<file path="config.mk">
export PLATFORM = sky130hd
export DESIGN_NAME = imem_loader
export DESIGN_NICKNAME = d
export VERILOG_FILES = /design/src/rtl/imem_loader.sv
export SDC_FILE = /design/constraint.sdc
export NUM_CORES = 1
export LEC_CHECK = 0
export CAP_MARGIN = 10
export CORE_AREA = 2 2 102 104
export DETAILED_ROUTE_END_ITERATION = 12
export DIE_AREA = 0 0 104 106
export PLACE_DENSITY_LB_ADDON = 0.08
export REMOVE_ABC_BUFFERS = 1
export SLEW_MARGIN = 10
export SYNTH_ARGS = -nofsm -noshare
export SYNTH_HDL_FRONTEND = slang
export SYNTH_SLANG_ARGS = --single-unit
</file>
<file path="constraint.sdc">
create_clock -name clk -period 6.3 [get_ports clk]
set_input_delay 0.63 -clock clk [delete_from_list [all_inputs] [get_ports clk]]
set_output_delay 0.63 -clock clk [all_outputs]
set_load 0.02 [all_outputs]
</file>
<file path="src/rtl/imem_loader.sv">
// rtl/imem_loader.sv - boot loader streaming big-endian words into instruction memory.
// Define IMEM_LOADER_CHECKSUM_EN to require a trailing XOR checksum byte.
module imem_loader #(
    parameter int DEPTH_WORDS = 256
) (
    input  logic        clk,
    input  logic        reset,
    input  logic        in_valid,
    input  logic [7:0]  in_data,
    output logic        in_ready,
    output logic        imem_wr_en,
    output logic [31:0] imem_wr_addr,
    output logic [31:0] imem_wr_data,
    output logic        cpu_hold,
    output logic        done,
    output logic        error
);

`ifdef IMEM_LOADER_CHECKSUM_EN
    typedef enum logic [2:0] {S_IDLE, S_LEN_HI, S_LEN_LO, S_DATA, S_CHK, S_DONE, S_ERR} state_t;
`else
    typedef enum logic [2:0] {S_IDLE, S_LEN_HI, S_LEN_LO, S_DATA, S_DONE, S_ERR} state_t;
`endif

    localparam logic [16:0] DEPTH_L = 17'(DEPTH_WORDS);

    state_t      state_q;
    logic        in_ready_q;
    logic        wr_en_q;
    logic [31:0] wr_addr_q;
    logic [31:0] wr_data_q;
    logic        cpu_hold_q;
    logic        done_q;
    logic        error_q;
    logic [7:0]  len_hi_q;
    logic [15:0] len_q;
    logic [15:0] word_idx_q;
    logic [1:0]  byte_cnt_q;
    logic [23:0] asm_q;
`ifdef IMEM_LOADER_CHECKSUM_EN
    logic [7:0]  xor_q;
`endif

    logic        accept;
    logic [15:0] len_d;
    logic [31:0] asm_d;

    assign accept = in_valid & in_ready_q;
    assign len_d  = {len_hi_q, in_data};
    assign asm_d  = {asm_q, in_data};

    always_ff @(posedge clk or negedge reset) begin
        if (!reset) begin
            state_q    <= S_IDLE;
            in_ready_q <= 1'b0;
            wr_en_q    <= 1'b0;
            wr_addr_q  <= 32'd0;
            wr_data_q  <= 32'd0;
            cpu_hold_q <= 1'b1;
            done_q     <= 1'b0;
            error_q    <= 1'b0;
            len_hi_q   <= 8'd0;
            len_q      <= 16'd0;
            word_idx_q <= 16'd0;
            byte_cnt_q <= 2'd0;
            asm_q      <= 24'd0;
`ifdef IMEM_LOADER_CHECKSUM_EN
            xor_q      <= 8'd0;
`endif
        end else begin
            wr_en_q <= 1'b0;
`ifdef IMEM_LOADER_CHECKSUM_EN
            if (accept) xor_q <= xor_q ^ in_data;
`endif
            case (state_q)
                S_IDLE: begin
                    state_q    <= S_LEN_HI;
                    in_ready_q <= 1'b1;
                end
                S_LEN_HI: if (accept) begin
                    len_hi_q <= in_data;
                    state_q  <= S_LEN_LO;
                end
                S_LEN_LO: if (accept) begin
                    len_q      <= len_d;
                    word_idx_q <= 16'd0;
                    byte_cnt_q <= 2'd0;
                    if ({1'b0, len_d} > DEPTH_L) begin
                        state_q    <= S_ERR;
                        in_ready_q <= 1'b0;
                        error_q    <= 1'b1;
                    end else if (len_d == 16'd0) begin
`ifdef IMEM_LOADER_CHECKSUM_EN
                        state_q    <= S_CHK;
`else
                        state_q    <= S_DONE;
                        in_ready_q <= 1'b0;
`endif
                    end else begin
                        state_q <= S_DATA;
                    end
                end
                S_DATA: if (accept) begin
                    asm_q      <= asm_d[23:0];
                    byte_cnt_q <= byte_cnt_q + 2'd1;
                    if (byte_cnt_q == 2'd3) begin
                        wr_en_q    <= 1'b1;
                        wr_data_q  <= asm_d;
                        wr_addr_q  <= {14'd0, word_idx_q, 2'b00};
                        word_idx_q <= word_idx_q + 16'd1;
                        if (word_idx_q == len_q - 16'd1) begin
`ifdef IMEM_LOADER_CHECKSUM_EN
                            state_q    <= S_CHK;
`else
                            state_q    <= S_DONE;
                            in_ready_q <= 1'b0;
`endif
                        end
                    end
                end
`ifdef IMEM_LOADER_CHECKSUM_EN
                S_CHK: if (accept) begin
                    in_ready_q <= 1'b0;
                    if (in_data == xor_q) begin
                        state_q    <= S_DONE;
                        done_q     <= 1'b1;
                        cpu_hold_q <= 1'b0;
                    end else begin
                        state_q <= S_ERR;
                        error_q <= 1'b1;
                    end
                end
`endif
                // done is raised one cycle after entry so the last write lands first
                S_DONE: begin
                    done_q     <= 1'b1;
                    cpu_hold_q <= 1'b0;
                end
                S_ERR: ;
                default: begin
                    state_q    <= S_ERR;
                    in_ready_q <= 1'b0;
                    error_q    <= 1'b1;
                end
            endcase
        end
    end

    assign in_ready     = in_ready_q;
    assign imem_wr_en   = wr_en_q;
    assign imem_wr_addr = wr_addr_q;
    assign imem_wr_data = wr_data_q;
    assign cpu_hold     = cpu_hold_q;
    assign done         = done_q;
    assign error        = error_q;

endmodule

</file>
Word level (Yosys, flattened, before mapping)
Index checks and enable logic that the tools add are counted.
- register bits after elaboration: 122
- input bits: 11
- output and inout bits: 69
- logic and storage cells: 78
- $add $sub $neg: 3
- magnitude comparators: 1
- eq/ne operators: 14
- muxes and demuxes: 28
- bitwise operators: 4
- reduce and logical (&&, ||, !) cells: 15
- operators with widths (operator ; number):
    two-way mux 16 bit ; 3
    case mux 16 bit (2 select lines) ; 1
    two-way mux 3 bit ; 7
    adder 16 x 1 -> 16 bit (second input constant) ; 1
    equality test 16 bit ; 1
    greater-than comparator 16 x 9 -> 1 bit (second input constant) ; 1
    logical NOT 16 bit ; 1
    subtractor 16 x 1 -> 16 bit (second input constant) ; 1
    case mux 3 bit (5 select lines) ; 1
    inequality test 2 bit (second input constant) ; 6
    AND reduction 6 bit ; 2
    two-way mux 1 bit ; 11
    AND reduction 3 bit ; 3
    equality test 3 x 2 -> 1 bit (second input constant) ; 2
    equality test 3 bit (second input constant) ; 2
    AND reduction 2 bit ; 3
    OR reduction 5 bit ; 1
    two-way mux 2 bit ; 2
    case mux 1 bit (4 select lines) ; 1
    case mux 2 bit (2 select lines) ; 1
    AND reduction 4 bit ; 1
    equality test 3 x 1 -> 1 bit (second input constant) ; 1
    logical NOT 3 bit ; 1
    inequality test 3 bit (second input constant) ; 1
    other kinds (8) ; 10

Longest topological paths before layout
- depth after elaboration: 6
- mapped depth: 10
- gate-level depth less buffers: 9

Worst setup path before layout
No wires, ideal clock.
- path type: register -> register
- from: register len_q[0]
- to: register state_q[1]
- setup time: 134 ps
- data arrival time: 2164 ps
- required time: 6166 ps
- path slack: 4002 ps
- cell stages (with the launch flop): 11
- path buffers: 1
- period minus slack after synthesis: 2298 ps
- cells stage by stage: dfrtp_1 > inv_1 > ha_1 > nor2b_1 > clkbuf_1 > and3_1 > a22o_1 > o32ai_1 > and4bb_4 > a311oi_1 > a211oi_2
- longest elaborated chain between the ends: 4
- RTL lines (item ; line ; source):
    start, declared ; 36 ; logic [15:0] len_q;
    start signal, assigned ; 85 ; len_q <= len_d;
    subtractor 16 x 1 -> 16 bit ; 111 ; if (word_idx_q == len_q - 16'd1) begin
    equality test 16 bit ; 111 ;
    inequality test 2 bit (no line) ; - ;
    AND reduction 6 bit (no line) ; - ;
    end signal, assigned ; 100 ; state_q <= S_DATA;
    end signal, assigned ; 115 ; state_q <= S_DONE;
    end signal, assigned ; 141 ; state_q <= S_ERR;
    end, declared ; 27 ; state_t state_q;
Every way passes these cells.
A chain may end at the register's enable or synchronous reset.

Worst setup path after layout
- from: register len_q[0]
- to: register state_q[2]
Same word-level chain as after synthesis.

==> metrics.csv <==
metric,value,unit
clkSinkCount,122,
grt_util_met3,5.15,%
worst_slew_pin_slew,1.06,ns
power.leakage,0.00338,uW
use_met1,31.4,%
cts_root_buffer,clkbuf_8,
synth_top_area_share,52.7,%
reg2reg_from,len_q[0],
critPathMaxFanout,9,
fin_nets,637,
hp-class,input pin to asynchronous set/reset pin,
ys.flop_type,dfrtp_1,
start_util,57.5,%
synth_area_per_cell,10.1,um2
diodes,0,
hold_buffers,0,
postSynthCellCount,571,
ys_ff_latch,122,
crit_start,len_q[0],
clockBufferDepth,2,
drtAntennaViolNets,0,
period_share,44.3,%
use_met2,38.1,%
antenna_found_initial,0,
drc_errors,0,
setup_viol,0,
r2r-end,state_q[2],
core,0.0100,mm2
synth_edf_count,0,
drt_pass1_iterations,4,
ys_seq_area_share,53.1,%
crit_top_cell,nand4_1,
grt.total_usage,23.5,%
netlist_area,0.00575,mm2
wl,12.1,mm
post-dp-hpwl,7.83,mm
grt_remaining_overflow,0,
post_cts_resized,0,
finalClockSkew,0.0174,ns
start_kind,flip-flop,
cts.reportedPaths.clkPinSlew,0.06,ns
dr.first_iter.drc_count,244,
crit_required,6.73,ns
gp_routability_congestion,0.813,
outcome,completed,
maxCapViolations,0,
die-width,104,um
grt-busiest-layer,met2,
worstPathCellList,inv_1 > ha_1 > nor2b_1 > nand4_1 > xnor2_1 > nand4_1 > and4bb_4 > a31oi_1 > o31ai_2,
synth.area.top_cells,"dfrtp_1 (53%), nand2_1 (11%), mux2_2 (8.8%), xnor2_1 (3.2%), buf_4 (2.4%)",
placed_area,0.00638,mm2
ys.warnings.count,0,
cts_buffers,17,
regToRegSetupSlack,3.51,ns
route.vias.total,4164,
hold_viol,0,
wl_per_cell,15.6,um
port_buffers,63,
fin_crit,2.79,ns
rows,37,
cp.arrival,3.22,ns
rsz0062_at_grt,false,
crit_end,state_q[2],
tns,0,ns
crit_path_end_kind,flip-flop,
powerDensity,258,mW/mm2
clk_latency,0.52,ns
final_layout_size_suffix_gt1_share,14.8,%
r2r.worst_path.cells,9,
max_stage_delay,0.55,ns
die_area,0.0110,mm2
dieHeight,106,um
slowest_stage,nor2b_1,
grt_max_degree,63,
grt_pass1_wl,20.4,mm
ys_types,57,
clock.fmax,0.358,GHz
slew_headroom,29.3,%
cts_max_level,4,
avgViaCountPerCell,5.39,
final_area,0.00698,mm2
io_pins,80,
ys_async_sr_fraction,100,%
grt_pass1_vias,4072,
path_class,flip-flop to flip-flop,
cts_setup_buffers,0,
ir_worst_vdd,0.152,mV
fill_cells,778,
synth_area_leader_cell,dfrtp_1,
maxSlewViolCount,0,
syn2layout_area_growth,21.5,%
cts_tree,yes,
## kinds of logic after synthesis
kind of cell	after synthesis	synth area share, %
flip-flops	122	53.1
XOR/XNOR	35	5.33
AO/OA/AOI/OAI	46	5.99
buffers and inverters	57	5.03
AND/OR/NAND/NOR	260	20.6
other	1	0.0653
adder cells (fa/ha/maj)	3	0.653
multiplexers	47	9.17
## power breakdown
part	switching, uW	internal [uW]
clock network	374	612
logic	28.3	6.10
registers	0	784
total	402	1400
## cell usage after synthesis (all sizes together) (3+ instances only)
| library cell | count |
|---|---|
| nand2 | 165 |
| dfrtp | 121 |
| mux2 | 45 |
| nor2 | 27 |
| buf | 25 |
| clkbuf | 24 |
| xnor2 | 21 |
| xor2 | 14 |
| nand3 | 13 |
| o21ai | 11 |
| nor3 | 10 |
| a21oi | 9 |
| nand4 | 9 |
| inv | 8 |
| nor2b | 6 |
| nor4 | 5 |
| and2 | 4 |
| and3 | 4 |
| nand2b | 4 |
| nand3b | 4 |
| a211oi | 3 |
| ha | 3 |
| o211ai | 3 |
| o31ai | 3 |
## worst min path at each step
stage,startpoint,end,slack (ns),depth (start not counted)
after floorplan,reset,asm_q[0],0.33,0
after global placement,asm_q[16],imem_wr_data[24],0.45,2
after detailed placement,asm_q[16],imem_wr_data[24],0.45,2
after CTS,reset,asm_q[16],0.20,1
after global routing,reset,asm_q[16],0.24,1
final,reset,asm_q[16],0.20,1
## area by class of cell
cell class | count | area [um2] | share of cell area, %
Tap cell | 136 | 170 | 2.44
Clock buffer | 18 | 418 | 5.98
Clock inverter | 14 | 185 | 2.65
Sequential cell | 122 | 3050 | 43.7
Inverter | 8 | 30.0 | 0.430
Multi-Input combinational cell | 407 | 2470 | 35.3
Timing Repair Buffer | 67 | 658 | 9.42
## flip-flops by register name, summed over array words and instances, names as in the netlist, 2 cells and up
signal        count
asm_q            24
byte_cnt_q        2
imem_wr_addr     16
imem_wr_data     32
len_hi_q          8
len_q            16
state_q           3
word_idx_q       16
## worst max-delay path, delay by kind of cell, from the launching register on
family                     cells  cell delay, ns
AOI/OAI and AO/OA              2            0.32
DFF                            1            0.47
adders and majority gates      1            0.28
and+or+nand+nor                4            1.21
buffers and inverters          1            0.14
xor gates and xnor gates       1            0.26
## placed cells by master, fill, tap and decap left out, drive strengths merged, types with 3 or more instances in the layout
cell type / count
nand2: 165
dfrtp: 121
clkdlybuf4s50: 62
mux2: 45
nor2: 27
xnor2: 21
clkbuf: 18
conb: 16
xor2: 14
inv: 14
nand3: 13
o21ai: 11
nor3: 10
a21oi: 9
nand4: 9
nor2b: 6
buf: 5
nor4: 5
and3: 4
nand2b: 4
nand3b: 4
clkinv: 4
and2: 4
o211ai: 3
ha: 3
bufinv: 3
a211oi: 3
o31ai: 3
## stage by stage
step | util, % | instances | total power, uW | hold slack [ns] | setup slack (ns)
2_1_floorplan | - | 537 | 807 | 0.334 | 3.15
3_3_place_gp | 63.8 | 740 | 833 | 0.449 | 3.57
3_5_place_dp | 63.8 | 740 | 833 | 0.453 | 3.54
4_1_cts | 69.8 | 772 | 1820 | 0.201 | 3.56
5_1_grt | 69.8 | 772 | 1860 | 0.241 | 3.31
6_report | 69.8 | 772 | 1800 | 0.196 | 3.51
## layer usage
layer / wire length (um) / vias up / share of wire (%)
li1: - / 1989 / -
met2: 5930 / 107 / 49
met1: 5510 / 2057 / 46
met5: 0 / - / 0
met4: 122 / 0 / 1.0
met3: 481 / 11 / 4.0
Note: power is estimated with default switching activity, not from simulation.
